--- config.mk ---
export PLATFORM = sky130hd
export DESIGN_NAME = ps2_rx_frame
export DESIGN_NICKNAME = d
export VERILOG_FILES = /design/src/rtl/ps2_rx_frame.sv
export SDC_FILE = /design/constraint.sdc
export NUM_CORES = 1
export LEC_CHECK = 0
export CORE_MARGIN = 4
export CORE_UTILIZATION = 28
export CTS_BUF_LIST = sky130_fd_sc_hd__clkbuf_2
export DETAILED_ROUTE_END_ITERATION = 16
export GPL_TIMING_DRIVEN = 0
export PLACE_DENSITY = 0.45
export SKIP_LAST_GASP = 1
export SYNTH_ARGS = -nofsm -noshare
export SYNTH_HDL_FRONTEND = slang
export SYNTH_SLANG_ARGS = --single-unit
--- constraint.sdc ---
create_clock -name clk -period 2 [get_ports clk]
set_input_delay 0.6 -clock clk [delete_from_list [all_inputs] [get_ports clk]]
set_output_delay 0.6 -clock clk [all_outputs]
set_load 0.02 [all_outputs]
--- src/rtl/ps2_rx_frame.sv ---
// rtl/ps2_rx_frame.sv - host-side PS/2 device-to-host frame receiver with glitch filter and timeout
// Optional odd-parity checking enabled by defining PS2_RX_PARITY_CHECK_EN.
module ps2_rx_frame #(
   parameter int FILTER_LEN     = 8,
   parameter int TIMEOUT_CYCLES = 10000
) (
   input  logic       clk,
   input  logic       rst,
   input  logic       ps2_c,
   input  logic       ps2_d,
   input  logic       rx_en,
   output logic [7:0] dout,
   output logic       rx_done,
   output logic       rx_idle,
   output logic       frame_err,
   output logic       parity_err
);

   localparam int TCNT_W = $clog2(TIMEOUT_CYCLES);
   localparam logic [TCNT_W-1:0] TCNT_MAX = TCNT_W'(TIMEOUT_CYCLES - 1);

   typedef enum logic [1:0] {IDLE, DATA, PARITY, STOP} state_t;

   state_t                  state_q, state_d;
   logic                    c_s1, c_s2, d_s1, d_s2;
   logic [FILTER_LEN-1:0]   c_filt, d_dly;
   logic                    c_f;
   logic                    fall_edge, d_bit;
   logic [2:0]              bitcnt_q;
   logic [7:0]              shreg_q, dout_q;
   logic [TCNT_W-1:0]       tcnt_q;
   logic                    done_q, ferr_q;
   logic                    shift_en, clr_cnt, set_done, set_ferr;
`ifdef PS2_RX_PARITY_CHECK_EN
   logic                    par_q, perr_q, store_par, set_perr;
`endif

   // Data is delayed by the same depth as the clock filter so it lines up with the edge.
   always_ff @(posedge clk) begin
      if (!rst) begin
         c_s1   <= 1'b1;
         c_s2   <= 1'b1;
         d_s1   <= 1'b1;
         d_s2   <= 1'b1;
         c_filt <= '1;
         d_dly  <= '1;
         c_f    <= 1'b1;
      end else begin
         c_s1   <= ps2_c;
         c_s2   <= c_s1;
         d_s1   <= ps2_d;
         d_s2   <= d_s1;
         c_filt <= {c_filt[FILTER_LEN-2:0], c_s2};
         d_dly  <= {d_dly[FILTER_LEN-2:0], d_s2};
         if (&c_filt)
            c_f <= 1'b1;
         else if (~|c_filt)
            c_f <= 1'b0;
      end
   end

   assign fall_edge = c_f & ~|c_filt;
   assign d_bit     = d_dly[FILTER_LEN-1];

   always_comb begin
      state_d  = state_q;
      shift_en = 1'b0;
      clr_cnt  = 1'b0;
      set_done = 1'b0;
      set_ferr = 1'b0;
`ifdef PS2_RX_PARITY_CHECK_EN
      store_par = 1'b0;
      set_perr  = 1'b0;
`endif
      if (!rx_en) begin
         state_d = IDLE;
      end else if (state_q != IDLE && !fall_edge && tcnt_q == TCNT_MAX) begin
         state_d  = IDLE;
         set_ferr = 1'b1;
      end else if (fall_edge) begin
         case (state_q)
            IDLE: begin
               if (!d_bit) begin
                  state_d = DATA;
                  clr_cnt = 1'b1;
               end
            end
            DATA: begin
               shift_en = 1'b1;
               if (bitcnt_q == 3'd7)
                  state_d = PARITY;
            end
            PARITY: begin
`ifdef PS2_RX_PARITY_CHECK_EN
               store_par = 1'b1;
`endif
               state_d = STOP;
            end
            STOP: begin
               // A bad stop bit takes precedence over a parity mismatch.
               state_d = IDLE;
               if (!d_bit)
                  set_ferr = 1'b1;
`ifdef PS2_RX_PARITY_CHECK_EN
               else if (!(^{shreg_q, par_q}))
                  set_perr = 1'b1;
`endif
               else
                  set_done = 1'b1;
            end
            default: state_d = IDLE;
         endcase
      end
   end

   always_ff @(posedge clk) begin
      if (!rst) begin
         state_q  <= IDLE;
         bitcnt_q <= 3'd0;
         shreg_q  <= 8'h00;
         dout_q   <= 8'h00;
         tcnt_q   <= '0;
         done_q   <= 1'b0;
         ferr_q   <= 1'b0;
      end else begin
         state_q <= state_d;
         done_q  <= set_done;
         ferr_q  <= set_ferr;
         if (clr_cnt)
            bitcnt_q <= 3'd0;
         else if (shift_en)
            bitcnt_q <= bitcnt_q + 3'd1;
         if (shift_en)
            shreg_q <= {d_bit, shreg_q[7:1]};
         if (set_done)
            dout_q <= shreg_q;
         if (state_q == IDLE || fall_edge)
            tcnt_q <= '0;
         else
            tcnt_q <= tcnt_q + TCNT_W'(1);
      end
   end

`ifdef PS2_RX_PARITY_CHECK_EN
   always_ff @(posedge clk) begin
      if (!rst) begin
         par_q  <= 1'b0;
         perr_q <= 1'b0;
      end else begin
         perr_q <= set_perr;
         if (store_par)
            par_q <= d_bit;
      end
   end
   assign parity_err = perr_q;
`else
   assign parity_err = 1'b0;
`endif

   assign dout      = dout_q;
   assign rx_done   = done_q;
   assign frame_err = ferr_q;
   assign rx_idle   = (state_q == IDLE);

endmodule
# Word-level counts from Yosys, hierarchy flattened
# Index checks and enable logic that the tools add are counted.
# word_totals
input_bits	5
ff_bits	58
word_cells	61
output_inout_bits	12
# op_classes
n_bitwise	3
addsub	2
n_eq_ne	7
reduce_logical	15
muxes	20
# op_table
op	count
$mux 1	17
$add 14x1->14 const B	1
$eq 14x14->1 const B	1
$pmux 2 s4	1
$reduce_and 8->1	1
$reduce_or 8->1	1
$reduce_or 2->1	3
$eq 2x2->1 const B	2
$mux 2	2
$ne 2x2->1 const B	2
$add 3x1->3 const B	1
$eq 3x3->1 const B	1
$reduce_and 3->1	1
$reduce_or 3->1	1
$eq 2x1->1 const B	1
$logic_and 1x1->1	2
$logic_not 1->1	2
$logic_not 2->1	1
$not 1->1	2
$reduce_and 2->1	1
$reduce_bool 2->1	1
$and 1x1->1	1
$logic_or 1x1->1	1

# Depth between registers and ports, before layout
# Gate-level depths: netlist (run 1).
# depth
depth_word	9
depth_mapped	7
ltp_nobuf	6

# Worst setup path before layout (run 1)
# Ideal clock, no wire load.
# synth_path
path_kind	register -> register
start	register c_filt[5]
end	register bitcnt_q[1]
path_slack_ns	0.387
period_less_slack_ns	1.613
stages_incl_launch_ff	6
required_ns	1.871
setup_ns	0.129
t_arrival_ns	1.484
path_buffers	1
path_cell_list	dfxtp_1 -> or4_4 -> nor3_4 -> buf_6 -> mux2i_1 -> nor2_1
# synth_between
elab_chain_cells	9
elab_cells_between_ends	13
cone_classes	mux (6); bitwise (1); reduce/logical (6)
# synth_lines
element	line	rtl
from (decl)	26	logic [FILTER_LEN-1:0] c_filt, d_dly;
from (signal assigned)	53	c_filt <= {c_filt[FILTER_LEN-2:0], c_s2};
$reduce_or 8->1 *	62	assign fall_edge = c_f & ~|c_filt;
$logic_not 1->1 *	62	
$and 1x1->1 *	62	
$logic_not 1->1	77	end else if (state_q != IDLE && !fall_edge && tcnt_q == TCNT_MAX) begin
$logic_and 1x1->1 (2 in series)	77	
$mux 1	77	
$mux 1	75	if (!rx_en) begin
$reduce_or 2->1 (no source line)	--	
to (signal assigned)	132	bitcnt_q <= bitcnt_q + 3'd1;
to (decl)	29	logic [2:0] bitcnt_q;
# Mark *: on every way between the ends. The rest lies on a longest branch, timed or not.
# A chain may end at the register's enable or synchronous reset.

# Worst setup path after layout (run 1)
# layout_path
start	register state_q[0]
end	output rx_idle
# layout_between
elab_chain_cells	1
# layout_lines
element	line	rtl
from (decl)	24	state_t state_q, state_d;
from (signal assigned)	126	state_q <= state_d;
$logic_not 2->1	163	assign rx_idle = (state_q == IDLE);
to (decl)	14	output logic rx_idle,
# Every way passes these cells.

==> impl_metrics.csv, run 1 <==
group,metric,value,unit
route,wirelength,3930,microns
synth,synthesis.nets,231,
synth,synth_seq_area_share,0.5190,
placed_design,gp_congestion,0.7518,
synth,synth_area_leader_cell,"dfxtp_1",
run_status,status,"finished with violations",
setup_path,path_class,"reg -> out",
synth,synth_adder_area_share,0.04474,
layout,layout.nets,257,
setup_path,critPathArrivalTime,1.42,ns
synth,yosysMostFrequentCell,"dfxtp_1",
clock_network,clk_pin_slew,0.16,ns
synth,synth-main-ff-cell,"dfxtp_1",
placed_design,hpwl,2722,microns
route,via_per_inst,4.386,
layout,multi_input_area,1026,sq um
die,coreArea,7767,sq um
die,design.die.area,9484,sq um
synth,synth_top_family_by_area,"simple AND/OR/NAND/NOR gates",
placed_design,dpl_cell_area,2515,sq um
timing,setup_violations,1,
setup_path,critPathLaunchType,"flip-flop",
hold_path,hold_path_class,"reg -> reg",
setup_path,cpMaxStageDelayCell,"dfxtp_2",
timing,finalHoldViolations,0,
synth,synth_edf_count,0,
synth,async_flop_share,0,
timing,fmax,496.0,MHz
setup_path,path_cells,"inv_1, ha_4, clkdlybuf4s15_2",
setup_path,endpoint_kind,"output pin",
setup_path,critPathRequiredTime,1.40,ns
timing,slew_viol_final,0,
synth,synth-compound-area-share,0.02796,
pwr,ir_drop,0.0003665,V
pwr,powerDensity,718.5,nW/um^2
layout,diodes,0,
route,postRouteAntennaNets,0,
synth,synth_top_area_frac,0.5190,
die,start_util,0.2880,
timing,timing.final.crit_share,1.008,
setup_path,r2r_slack,0.20,ns
route,drc,0,
layout,drive_gt1_frac,0.09677,
die,die_h,97.39,microns
synth,synth_top_cells_by_area,"dfxtp_1 (52%), mux2i_1 (8.1%), nand2b_1 (5.6%)",
layout,nFillCells,834,
timing,finalWorstSetupSlack,-0.01600,ns
route,dr_total_vias,1535,
run_status,violations,"negative setup slack",
synth,yosysWarnings,0,
die,die_w,97.39,microns
global_route,grt_start_max_net_pins,11,
timing,whs,0.4014,ns
global_route,grt_usage,0.09449,
clock_network,cts-root-buf,"clkbuf_2",
synth,synth_cells,218,
clock_network,cts_buffer_depth,2,
global_route,antenna_found_initial,0,
synth,yosys_register_bits,58,
layout,regArea,1164,sq um
clock_network,clock_sinks,58,
route,firstDrtPassIters,4,
clock_network,worstSkewPairLatency,0.46,ns
synth,yosysUniqueCellTypes,31,
global_route,grt_pass1_vias,1506,
timing,fin_crit,2.016,ns
die,std_cell_rows,32,
die,ios,17,
run,maxCapViolCount,0,
synth,synth.top_cells.by_count,"dfxtp_1 (58), nand2b_1 (20), nor2_1 (20), mux2i_1 (18), nor2b_1 (16)",
placed_design,portBuffers,15,
route,first_iter_violations,51,
layout,postLayoutCellArea,2621,sq um
global_route,grt_overflow_total,0,
clock_network,cts.htree.levels,3,
global_route,grt_pass1_wl,7100,microns
synth,synth-xor-area-share,0.05089,
setup_path,cp_max_fo,5,
clock_network,cts_made_buffers,9,
synth,yosys.area_share.simple,0.2450,
pwr,p_leak,0.9180,nW
synth,netlist_area,2237,sq um
timing,relSlewSlack,0.6541,
timing,rsz0062_at_grt,"yes",
layout,syn2layout_area_growth,17.17,%
synth,avgSynthCellArea,10.26,sq um
timing,tightest_slew,0.5189,ns
timing,final.setup_skew,0.03945,ns
route,wl_per_cell,11.23,microns
setup_path,cpPeakStageDelay,0.37,ns
synth,yosys-mux-area-fraction,0.08054,
clock_network,cts_tree,"built",
-- metrics by stage --
stage               setup WS (ns)  instances  total power [mW]    util  setup TNS (ns)
global placement          -0.2439        335             1.230  0.3238          -2.637
CTS                      -0.08630        350             1.923  0.3365        -0.08630
detailed placement        -0.2324        335             1.230  0.3238          -2.451
floorplan                  0.3870        218             1.212       -               0
global route              -0.1501        350             1.982  0.3375         -0.1501
finish                   -0.01600        350             1.884  0.3375        -0.01600
-- logic make-up after synthesis --
logic type      Yosys count
compound gates           10
xor+xnor                 13
fa+ha+maj                 8
buf+inv                  14
flops                    58
mux                      18
other cells               1
simple gates             96
-- critical path: cells and delay by family, from the launching register on --
| kind | cells | cell delay, ns |
|---|---|---|
| buffers and inverters | 2 | 0.40 |
| DFF | 1 | 0.37 |
| adders and majority gates | 1 | 0.20 |
-- layer usage --
metal  wire length, microns  GRT usage  share of wire
met2                   1660     0.1397           0.42
met3                    163    0.04738          0.041
met4                     72    0.03834          0.018
met1                   2034     0.1165           0.52
met5                      0          0              0
-- cells in the final DEF (no fill, tap or decap), types with 2 or more instances in the layout --
| cell type | count |
|---|---|
| clkdlybuf4s50_1 | 4 |
| clkinv_1 | 3 |
| xor2_1 | 4 |
| clkbuf_1 | 4 |
| buf_4 | 2 |
| nand3_1 | 6 |
| nor4_1 | 5 |
| inv_1 | 6 |
| ha_1 | 7 |
| nand3b_1 | 2 |
| nor2b_1 | 16 |
| or4_4 | 2 |
| nand2b_1 | 20 |
| mux2i_1 | 18 |
| xnor2_1 | 9 |
| dfxtp_2 | 2 |
| nand4_1 | 8 |
| dfxtp_1 | 56 |
| nor2_1 | 20 |
| nand2_1 | 6 |
| a21oi_1 | 3 |
| o21ai_0 | 3 |
| nor3_1 | 6 |
| clkbuf_2 | 11 |
| dlygate4sd2_1 | 10 |
-- final timing paths --
path	end	cells past startpoint	start
worst min-delay path	c_filt[0]	1	c_s2
worst max-delay path	rx_idle	3	state_q[0]
worst min register to register	c_filt[0]	1	c_s2
worst max register to register	tcnt_q[1]	5	c_filt[1]
-- where the power goes --
| part | internal, mW | switching [mW] | total (mW) |
|---|---|---|---|
| Clock | 0.275 | 0.404 | 0.679 |
| Combinational | 0.0196 | 0.0208 | 0.0404 |
| Sequential | 1.16 | 0.00201 | 1.16 |
-- repair_timing --
item | 4_1_cts | 5_1_grt
hold buffers | 0 | 0
gates resized for setup | 16 | 4
pin swaps | 0 | 0
endpoints found under the setup margin | 11 | 14
buffers inserted | 0 | 0
-- cell type report --
class | instances | area share
clock inverter | 5 | 0.01766
clock buffer | 10 | 0.01909
timing repair buffer | 15 | 0.05298
sequential | 58 | 0.4439
buffer | 8 | 0.01766
multi-input combinational | 146 | 0.3914
tap | 102 | 0.04869
inverter | 6 | 0.008592
-- sequential cells by signal, summed over array words and instances (netlist names) --
register / count
d_dly: 8
tcnt_q: 14
dout: 8
d_s2: 1
state_q: 2
shreg_q: 8
bitcnt_q: 3
rx_done: 1
c_filt: 8
c_s1: 1
c_s2: 1
c_f: 1
d_s1: 1
frame_err: 1
No activity file was read; power rests on OpenSTA's default activity.
==> run 2, diff against run 1 <==
--- a/config.mk
+++ b/config.mk
@@ -12,6 +12,7 @@
 export GPL_TIMING_DRIVEN = 0
 export PLACE_DENSITY = 0.45
 export SKIP_LAST_GASP = 1
+export SLEW_MARGIN = 20
 export SYNTH_ARGS = -nofsm -noshare
 export SYNTH_HDL_FRONTEND = slang
 export SYNTH_SLANG_ARGS = --single-unit
==> results of run 2 <==
The final DEF is identical to that of run 1; final timing and power are the same.
==> run 3, diff against run 2 <==
--- a/config.mk
+++ b/config.mk
@@ -16,3 +16,4 @@
 export SYNTH_ARGS = -nofsm -noshare
 export SYNTH_HDL_FRONTEND = slang
 export SYNTH_SLANG_ARGS = --single-unit
+export TNS_END_PERCENT = 30
==> run 3 against run 2 <==
  * The run still ends with negative setup slack left
  * Final cell count unchanged
  * Global-route usage unchanged
  * Clock power about the same
  * Critical path type unchanged
==> impl_metrics.csv, run 3 (synthesis results as in run 1) <==
group,metric,value,unit
run_status,status,"finished with violations",
run_status,violations,"negative setup slack",
placed_design,post-place-cells,335,
setup_path,r2r_slack,0.21,ns
run,maxCapViolCount,0,
layout,final_common_cell,"dfxtp_1",
layout,nFillCells,833,
layout,diodes,0,
clock_network,clock_sinks,58,
clock_network,cts-hold-fix-buffers,0,
placed_design,gp_congestion,0.7518,
pwr,powerDensity,716.0,nW/um^2
clock_network,cts_made_buffers,9,
route,postRouteAntennaNets,0,
setup_path,reg2reg_from,"c_filt[1]",
die,die_w,97.39,microns
pwr,ir_drop,0.0003663,V
clock_network,clk_pin_slew,0.16,ns
setup_path,cp_max_fo,2,
layout,drive_gt1_frac,0.09274,
setup_path,cpPeakStageDelay,0.61,ns
timing,fin_crit,2.014,ns
clock_network,postCtsSetupBuffers,0,
route,via_per_inst,4.409,
hold_path,holdPathStages,1,
clock_network,cts.repair.resized,8,
setup_path,r2r_cells,5,
layout,regMostFlops,"tcnt_q",
layout,largest_reg_flops,14,
timing,finalWorstSetupSlack,-0.01391,ns
global_route,grt_pass1_wl,7100,microns
setup_path,r2r-end,"tcnt_q[1]",
setup_path,critPathLaunchType,"flip-flop",
placed_design,portBuffers,15,
route,wirelength,3939,microns
placed_design,hpwl,2722,microns
clock_network,cts_buffer_depth,2,
timing,fmax,496.5,MHz
layout,syn2layout_area_growth,17.51,%
timing,tns,-0.06957,ns
setup_path,crit_buf_inv,1,
global_route,grt_usage,0.09449,
die,die_h,97.39,microns
global_route,grt_pass1_vias,1506,
layout,fin_cells,350,
global_route,grt_start_max_net_pins,11,
die,coreArea,7767,sq um
placed_design,post-place-ws,-0.2324,ns
hold_path,hold_path_class,"reg -> reg",
route,wl_per_cell,11.25,microns
timing,setup_violations,6,
clock_network,cts_tree,"built",
die,ios,17,
clock_network,cts-root-buf,"clkbuf_2",
route,dr_total_vias,1543,
setup_path,endpoint_kind,"output pin",
setup_path,path_class,"reg -> out",
timing,rsz0062_at_grt,"yes",
layout,layout.nets,257,
timing,finalHoldViolations,0,
hold_path,worstHoldStart,"c_s2",
timing,slew_viol_final,0,
die,design.die.area,9484,sq um
route,firstDrtPassIters,4,
timing,final.setup_skew,0.03931,ns
global_route,grt_overflow_total,0,
global_route,antenna_found_initial,0,
pwr,p_leak,0.8968,nW
clock_network,cts.htree.levels,3,
setup_path,critPathArrivalTime,1.41,ns
setup_path,critPathRequiredTime,1.40,ns
setup_path,crit_family,"buffers and inverters",
layout,final_cell_mix,"dfxtp_1 (56), nand2b_1 (20), nor2_1 (20)",
setup_path,path_cells,"clkdlybuf4s50_1",
route,drc,0,
setup_path,cpMaxStageDelayCell,"clkdlybuf4s50_1",
route,first_iter_violations,46,
hold_path,hold_end,"c_filt[0]",
die,std_cell_rows,32,
timing,timing.final.crit_share,1.007,
clock_network,worstSkewPairLatency,0.46,ns
die,start_util,0.2880,
[run 3: cell types whose count changed in the layout (fill, tap and decap cells not counted)]
cell,delta
o31ai_1,+1
dlymetal6s2s_1,+1
o31ai_2,-1
clkdlybuf4s50_1,+7
dlygate4sd2_1,-8
[run 3: worst max path at each step]
stage	start	end	slack, ns	cells past startpoint
global route	state_q[0]	rx_idle	-0.15	3
finish	dout[0]	dout[0]	-0.01	1
CTS	state_q[1]	rx_idle	-0.09	3
floorplan	c_filt[5]	bitcnt_q[1]	0.39	5
global placement	rst	c_f	-0.24	4
detailed placement	rst	c_f	-0.23	4
[run 3: final cells by class]
type                    instances  area, sq um  area share
inverters                       6        22.52    0.008567
flip-flops and latches         58         1164      0.4426
plain buffers                   8        46.29     0.01761
well taps                     102        127.6     0.04855
clock buffers                  10        50.05     0.01904
multi-input cells             146         1021      0.3884
repair buffers                 15        151.4     0.05759
clock inverters                 5        46.29     0.01761
[run 3: through the flow]
| step | util | power [mW] | area, sq um | hold WS [ns] |
|---|---|---|---|---|
| after floorplan | - | 1.212 | 2237 | 0.3863 |
| after global routing | 0.3384 | 1.981 | 2629 | 0.4365 |
| after global placement | 0.3238 | 1.230 | 2515 | 0.3881 |
| after detailed placement | 0.3238 | 1.230 | 2515 | 0.3921 |
| final | 0.3384 | 1.882 | 2629 | 0.4018 |
| after CTS | 0.3378 | 1.923 | 2624 | 0.4043 |
[run 3: where the power goes]
group | switching, mW | total, mW | internal (mW)
clock network | 0.403 | 0.678 | 0.275
registers | 0.00202 | 1.16 | 1.16
logic | 0.0204 | 0.0397 | 0.0193
total | 0.426 | 1.88 | 1.46
[run 3: layer usage]
layer	track usage	share of wire
met2	0.1397	0.42
met4	0.03834	0.013
met1	0.1165	0.51
met3	0.04738	0.050
met5	0	0
